### src/rtl/neuron_bus_master.sv
// neuron_bus_master: bus initiator that loads coefficients, launches a job on the neuron slave, polls and returns the result
// Ports:
//   CLK, MasterReset_n            clock (rising edge), asynchronous active-low reset
//   coef_we/coef_idx/coef_data    shadow write (idx 0..19 coefficients, 20 offset, 21..31 ignored)
//   job_valid/job_ready/job_data  job request handshake carrying the input sample
//   res_valid/res_ready/res_data  result handshake; res_error and res_timeout qualify res_data
//   busy                          FSM is not idle
//   write/read/address/writedata  slave command outputs (registered)
//   readdata                      slave read data, sampled at the edge that ends a read cycle
module neuron_bus_master #(
    parameter int         Width       = 32,
    parameter logic [8:0] ADDR_COEF0  = 9'd0,
    parameter logic [8:0] ADDR_OFFSET = 9'd20,
    parameter logic [8:0] ADDR_INDATO = 9'd21,
    parameter logic [8:0] ADDR_START  = 9'd22,
    parameter logic [8:0] ADDR_STATUS = 9'd23,
    parameter logic [8:0] ADDR_RESULT = 9'd24,
    parameter int         TIMEOUT     = 1023
) (
    input  logic             CLK,
    input  logic             MasterReset_n,
    input  logic             coef_we,
    input  logic [4:0]       coef_idx,
    input  logic [Width-1:0] coef_data,
    input  logic             job_valid,
    output logic             job_ready,
    input  logic [Width-1:0] job_data,
    output logic             res_valid,
    input  logic             res_ready,
    output logic [Width-1:0] res_data,
    output logic             res_error,
    output logic             res_timeout,
    output logic             busy,
    output logic             write,
    output logic             read,
    output logic [8:0]       address,
    output logic [Width-1:0] writedata,
    input  logic [Width-1:0] readdata
);
    typedef enum logic [2:0] {IDLE, LOAD, WR_IN, WR_START, POLL, RD_RES, DONE} state_t;
    localparam int TW = $clog2(TIMEOUT + 1);

    state_t           state;
    logic [Width-1:0] shadow [0:20];
    logic [Width-1:0] img [0:20];
    logic [Width-1:0] sample;
    logic [4:0]       k;
    logic [TW-1:0]    cnt;
    logic             dirty, err, armed, accept, shadow_we;

    assign shadow_we = coef_we && coef_idx <= 5'd20;
    assign job_ready = armed && state == IDLE && !coef_we && !res_valid;
    assign accept    = job_valid && job_ready;
    assign busy      = state != IDLE;

    // img is a snapshot taken at accept so shadow writes during a load only reach the next job
    always_ff @(posedge CLK or negedge MasterReset_n) begin
        if (!MasterReset_n) begin
            state       <= IDLE;
            for (int i = 0; i <= 20; i++) begin
                shadow[i] <= '0;
                img[i]    <= '0;
            end
            sample      <= '0;
            k           <= '0;
            cnt         <= '0;
            dirty       <= 1'b1;
            err         <= 1'b0;
            armed       <= 1'b0;
            write       <= 1'b0;
            read        <= 1'b0;
            address     <= '0;
            writedata   <= '0;
            res_valid   <= 1'b0;
            res_data    <= '0;
            res_error   <= 1'b0;
            res_timeout <= 1'b0;
        end else begin
            armed <= 1'b1;
            if (shadow_we) shadow[coef_idx] <= coef_data;
            dirty <= shadow_we ? 1'b1 : accept ? 1'b0 : dirty;
            case (state)
                IDLE: if (accept) begin
                    sample <= job_data;
                    err    <= 1'b0;
                    cnt    <= '0;
                    write  <= 1'b1;
                    if (dirty) begin
                        img       <= shadow;
                        k         <= '0;
                        state     <= LOAD;
                        address   <= ADDR_COEF0;
                        writedata <= shadow[0];
                    end else begin
                        state     <= WR_IN;
                        address   <= ADDR_INDATO;
                        writedata <= job_data;
                    end
                end
                LOAD: if (k == 5'd20) begin
                    state     <= WR_IN;
                    address   <= ADDR_INDATO;
                    writedata <= sample;
                end else begin
                    k         <= k + 5'd1;
                    address   <= (k == 5'd19) ? ADDR_OFFSET : ADDR_COEF0 + 9'(k) + 9'd1;
                    writedata <= img[k + 5'd1];
                end
                WR_IN: begin
                    state     <= WR_START;
                    address   <= ADDR_START;
                    writedata <= Width'(1);
                end
                WR_START: begin
                    state     <= POLL;
                    write     <= 1'b0;
                    read      <= 1'b1;
                    address   <= ADDR_STATUS;
                    writedata <= '0;
                end
                POLL: begin
                    err <= err | readdata[1];
                    cnt <= cnt + 1'b1;
                    if (readdata[0]) begin
                        state   <= RD_RES;
                        address <= ADDR_RESULT;
                    end else if (cnt == TW'(TIMEOUT - 1)) begin
                        state       <= DONE;
                        read        <= 1'b0;
                        address     <= '0;
                        res_valid   <= 1'b1;
                        res_data    <= '0;
                        res_error   <= err | readdata[1];
                        res_timeout <= 1'b1;
                    end
                end
                RD_RES: begin
                    state       <= DONE;
                    read        <= 1'b0;
                    address     <= '0;
                    res_valid   <= 1'b1;
                    res_data    <= readdata;
                    res_error   <= err;
                    res_timeout <= 1'b0;
                end
                DONE: if (res_ready) begin
                    state     <= IDLE;
                    res_valid <= 1'b0;
                end
                default: state <= IDLE;
            endcase
        end
    end
endmodule

### config.mk
export PLATFORM = sky130hd
export DESIGN_NAME = neuron_bus_master
export DESIGN_NICKNAME = d
export VERILOG_FILES = /design/src/rtl/neuron_bus_master.sv
export SDC_FILE = /design/constraint.sdc
export NUM_CORES = 2
export LEC_CHECK = 0
export ABC_AREA = 1
export CORE_MARGIN = 3
export CORE_UTILIZATION = 23
export CTS_BUF_LIST = sky130_fd_sc_hd__clkbuf_4 sky130_fd_sc_hd__clkbuf_8
export DETAILED_ROUTE_END_ITERATION = 10
export GPL_TIMING_DRIVEN = 1
export PLACE_DENSITY = 0.4
export SLEW_MARGIN = 40
export SYNTH_ARGS = -nofsm -noshare
export SYNTH_HDL_FRONTEND = slang
export SYNTH_SLANG_ARGS = --single-unit
### constraint.sdc
create_clock -name CLK -period 8.3 [get_ports CLK]
set_clock_uncertainty 0.2 [all_clocks]
set_input_delay 1.245 -clock CLK [delete_from_list [all_inputs] [get_ports CLK]]
set_output_delay 1.245 -clock CLK [all_outputs]
set_load 0.01 [all_outputs]
---- Yosys cells after proc, flatten, opt, wreduce, memory -nomap -nowiden ----
Index checks and enable logic that the tools add are counted.
operators by class
  $add $sub $neg .......................... 3
  multiply operators ...................... 0
  div/mod/pow operators ................... 0
  $lt $le $gt $ge ......................... 4
  eq/ne operators ......................... 17
  shift operators ......................... 0
  mux-type cells .......................... 49
  bitwise logic cells ..................... 3
  reduce and logical (&&, ||, !) cells .... 30
operators by type and width
  operator                                                         count
  672-bit bitwise mux                                              1
  32-bit 2-to-1 mux                                                8
  32-bit binary-select mux with 5-bit select                       1
  32-bit demux with 5-bit select                                   1
  32-bit one-hot mux with 4 select lines                           1
  32-bit one-hot mux with 2 select lines                           1
  9-bit one-hot mux with 6 select lines                            1
  9-bit 2-to-1 mux                                                 3
  3-bit one-hot mux with 7 select lines                            1
  5-bit 2-to-1 mux                                                 4
  10-bit one-hot mux with 2 select lines                           1
  3-bit 2-to-1 mux                                                 5
  2-bit != test, second input constant                             7
  6-bit greater-or-equal comparator, second input constant         2
  6-bit 2-to-1 mux                                                 2
  5-bit NOT with 6-bit output                                      2
  3-bit AND reduction                                              4
  4-bit AND reduction                                              3
  10-bit by 1-bit adder with 10-bit output, second input constant  1
  10-bit == test, second input constant                            1
  5-bit == test, second input constant                             2
  1-bit 2-to-1 mux                                                 10
  10-bit 2-to-1 mux                                                1
  5-bit one-hot mux with 2 select lines                            1
  other kinds (20)                                                 42
word-level totals
  bits in registers ....................... 1475
  bits in latches ......................... 0
  memory bits (writable) .................. 0
  bits in read-only memories .............. 0
  bits of input ports ..................... 106
  output and inout bits ................... 80
  logic and storage cells ................. 163
  memories kept ........................... 0

---- Depth between registers and ports, before layout ----
  depth after elaboration ................. 7
  mapped depth ............................ 17
  mapped depth without buffers ............ 14

---- Worst setup path after synthesis ----
No wires, ideal clock.
  path kind ............................... in2out
  from .................................... input port coef_we
  to ...................................... output port job_ready
  data arrival time ....................... 1.515 ns
  required time ........................... 6.855 ns
  path slack .............................. 5.340 ns
  stages on the path ...................... 3
  path buffers ............................ 0
  cell sequence ........................... nor2_1 nand2_1 nor2_4
between the ends
  cells in the longest elaborated chain, start to end .. 3
ends and longest elaborated chain
  element                          RTL line  RTL
  start, declared                  22        input logic coef_we,
  1-bit logical NOT                52        assign job_ready = armed && state == IDLE && !coef_we && !res_valid;
  1-bit logical AND (2 in series)  52
  end, declared                    26        output logic job_ready,
Every way passes these cells.

---- Worst setup path in the final report ----
  from .................................... register k[0]
  to ...................................... register writedata[10]
between the ends
  cells in the longest elaborated chain, start to end .. 7
  elaborated cells on any way between the ends .. 8
ends and longest elaborated chain
  element                                                RTL line  RTL
  start, declared                                        47        logic [4:0] k;
  start signal, assigned                                 105       k <= k + 5'd1;
  5-bit by 1-bit adder with 5-bit output                 107       writedata <= img[k + 5'd1];
  5-bit NOT with 6-bit output (not written as such)      107
  32-bit binary-select mux with 5-bit select             107
  32-bit 2-to-1 mux (not written as such) (2 in series)  107
  32-bit 2-to-1 mux *                                    100       LOAD: if (k == 5'd20) begin
  32-bit one-hot mux with 4 select lines *               82        case (state)
  end signal, assigned                                   103       writedata <= sample;
  end signal, assigned                                   107
  end signal, assigned                                   112       writedata <= Width'(1);
  end, declared                                          37        output logic [Width-1:0] writedata,
Mark *: on every way between the ends. The rest lies on a longest branch, timed or not. The select of a mux whose other input is x is not followed.
A chain may end at the register's enable or synchronous reset.

==> results.json <==
{
  "status": "complete, no violations",
  "hold_path.startpoint": "shadow[104]$_DFFE_PN0P_",
  "swShare": 0.395,
  "cts_resized": 0,
  "hold_viol": 0,
  "detail-route-antenna-nets": 0,
  "cts_sinks": 1472,
  "clk_path_buf_depth": 4,
  "dieWidth_um": 543,
  "syn_inst": 7272,
  "root_buffer": "clkbuf_8",
  "min_delay_worst_endpoint": "img[104]$_DFFE_PN0P_",
  "comb_power_share": 0.373,
  "final_common_cell": "nand2_1",
  "die_y_um": 543,
  "r2r_end": "writedata[10]$_DFFE_PN0P_",
  "postCtsSetupRepairBufs": 0,
  "pin_count": 186,
  "final_cell_mix": "nand2_1, dfrtp_1, o21ai_0, inv_1, nand2_2",
  "gr-usage-all-layers": 0.151,
  "htree_levels": 5,
  "hold_buffers": 1,
  "setup_viol_count_final": 0,
  "clkTransAtPathRegs_ps": 60,
  "crit_buf_inv": 3,
  "async_reset_ff_frac": 1.00,
  "syn_area_per_cell_um2": 9.11,
  "p_switching_mw": 11.2,
  "cts_tree": "yes",
  "syn_to_final_growth_pct": 16.5,
  "gp_congestion": 0.750,
  "p_seq_frac": 0.367,
  "cap_violations": 0,
  "power_density_mw_per_mm2": 369,
  "core.rowCount": 196,
  "rsz0062_at_grt": "no",
  "fillers": 30696,
  "dp.cells": 10799,
  "drive_gt1_frac": 0.230,
  "vdd_drop_max_uv": 251,
  "cts_buffers": 293,
  "slew_violations": 0,
  "hold_depth": 2,
  "leakagePower_nw": 36.2,
  "die_area_mm2": 0.295,
  "synth_area_mm2": 0.0662,
  "insertion_delay_ps": 1020,
  "worst_slew_pin_slew_ps": 840,
  "critPathMaxStageDelay_ps": 750,
  "r2r.worst_path.cells": 11,
  "path_cells": "buf_6 -> buf_4 -> buf_4 -> nand3_1 -> nor2_1 -> nor2_1 -> a21oi_1 -> nand3_1 -> nand2_1 -> nand2_1 -> nand2_1",
  "r2r_slack_ps": 3830,
  "period_needed_ps": 4470,
  "start_util": 0.232,
  "critical_path_arrival_ps": 5220,
  "synth_warnings": 0,
  "fin_setup_tns_ps": 0,
  "route.detailed.drc": 0,
  "viasPerCell": 4.33,
  "place_hpwl_um": 126000,
  "portBuffers": 182,
  "synth_edf_count": 0,
  "yosysSeqAreaShare": 0.556,
  "fin_ws_ps": 3830,
  "reg2reg_from": "k[0]$_DFFE_PN0P_",
  "relSlewSlack": 0.440,
  "start_kind": "flop",
  "clkPwrFrac": 0.261,
  "vias": 48840,
  "critPathMaxFanout": 58,
  "ys_ff_latch": 1472,
  "internal_power_mw": 17.2,
  "routedWlPerCell_um": 19.7,
  "grt_max_degree": 143,
  "ys_types": 38,
  "grt.overflow.total": 0,
  "grt_pass1_vias": 49659,
  "wirelength_um": 223000,
  "cpMaxStageDelayCell": "buf_4",
  "dr.pass1.iters": 6,
  "core_area_mm2": 0.286,
  "drt_iter0_drc": 3676,
  "max_freq_mhz": 224,
  "cp_top_family": "buffers and inverters",
  "synth-main-ff-cell": "dfrtp_1",
  "grt_pass1_wl_um": 336000,
  "min_period_over_period": 0.539,
  "min_path_type": "reg -> reg",
  "worstPathRequired_ps": 9050,
  "worstSetupPathType": "reg -> reg",
  "grt_antenna_before_repair": 3,
  "critPathCaptureType": "flop",
  "pre_cts_ws_ps": 3430,
  "nets": 7446,
  "final_cells": 11273,
  "crit_top_cell": "nand2_1"
}
==> worst max-delay path by stage <==
| stage | from | end | cells after the start |
|---|---|---|---|
| 6_report | k[0]$_DFFE_PN0P_ | writedata[10]$_DFFE_PN0P_ | 11 |
| 2_1_floorplan | coef_we | job_ready | 3 |
| 3_3_place_gp | coef_we | img[416]$_DFFE_PN0P_ | 8 |
| 4_1_cts | k[0]$_DFFE_PN0P_ | writedata[10]$_DFFE_PN0P_ | 12 |
| 5_1_grt | k[0]$_DFFE_PN0P_ | writedata[16]$_DFFE_PN0P_ | 13 |
| 3_5_place_dp | k[0]$_DFFE_PN0P_ | writedata[10]$_DFFE_PN0P_ | 12 |
==> through the flow <==
step	power, mW	cell area, um2	utilization	hold slack, ps
floorplan	17.2	66300	-	248
global placement	21.2	71100	0.249	260
detailed placement	21.3	71400	0.250	266
CTS	29.0	77100	0.270	243
global route	30.6	77200	0.270	272
finish	28.5	77200	0.270	251
==> registers in the layout, indices dropped and copies added, names as in the netlist <==
name / cells
address: 6
armed: 1
cnt: 10
dirty: 1
err: 1
img: 672
k: 5
read: 1
res_data: 32
res_error: 1
res_timeout: 1
res_valid: 1
sample: 32
shadow: 672
state: 3
write: 1
writedata: 32
==> worst min-delay path: cells and delay by family, from the launching register on <==
kind            cells  cell delay, ps
simple gates        1              60
flops               1             350
compound gates      1              40
==> layer usage <==
metal | vias up | track usage | routed length, um
met3 | 354 | 0.0249 | 8560
met2 | 887 | 0.244 | 104000
met5 | - | 0 | 0
li1 | 23291 | - | -
met4 | 0 | 0.0493 | 6610
met1 | 24308 | 0.205 | 103000
==> cell type report <==
cell class	count	area, um2	share of cell area
flip-flops and latches	1472	36800	0.477
diodes	6	15.0	0.000194
clock inverters	9	106	0.00138
multi-input cells	4661	24500	0.318
repair buffers	281	3070	0.0397
well taps	3762	4710	0.0610
clock buffers	455	5580	0.0723
inverters	627	2380	0.0308
==> logic make-up after synthesis <==
logic type / share of synthesized area
simple gates: 0.204
mux: 0.0262
other cells: 0.000113
flops: 0.556
compound gates: 0.135
buf+inv: 0.0780
fa+ha+maj: 0.000756
==> power by group through the flow <==
stage | Sequential [mW] | Combinational (mW) | Clock [mW]
floorplan | 10.3 | 6.88 | 0
detailed placement | 10.6 | 10.8 | 0
CTS | 10.4 | 10.8 | 7.71
global placement | 10.5 | 10.7 | 0
finish | 10.4 | 10.6 | 7.43
global route | 10.7 | 11.9 | 8.05
==> cells in the mapped netlist (31+ instances only) <==
cell / n / area, um2
a21oi_1: 48 / 240
o211ai_1: 34 / 255
buf_1: 51 / 191
clkbuf_1: 264 / 991
mux2_2: 140 / 1580
nand2_2: 517 / 3230
nand3_1: 414 / 2070
a31oi_1: 31 / 194
inv_1: 622 / 2330
buf_8: 51 / 766
o21ai_0: 594 / 2970
nand2_1: 1982 / 7440
dfrtp_1: 1471 / 36800
buf_2: 124 / 621
o21ai_1: 202 / 1010
nor2_1: 170 / 638
o21ai_2: 452 / 3960
Power figures use the tool's default switching activity.
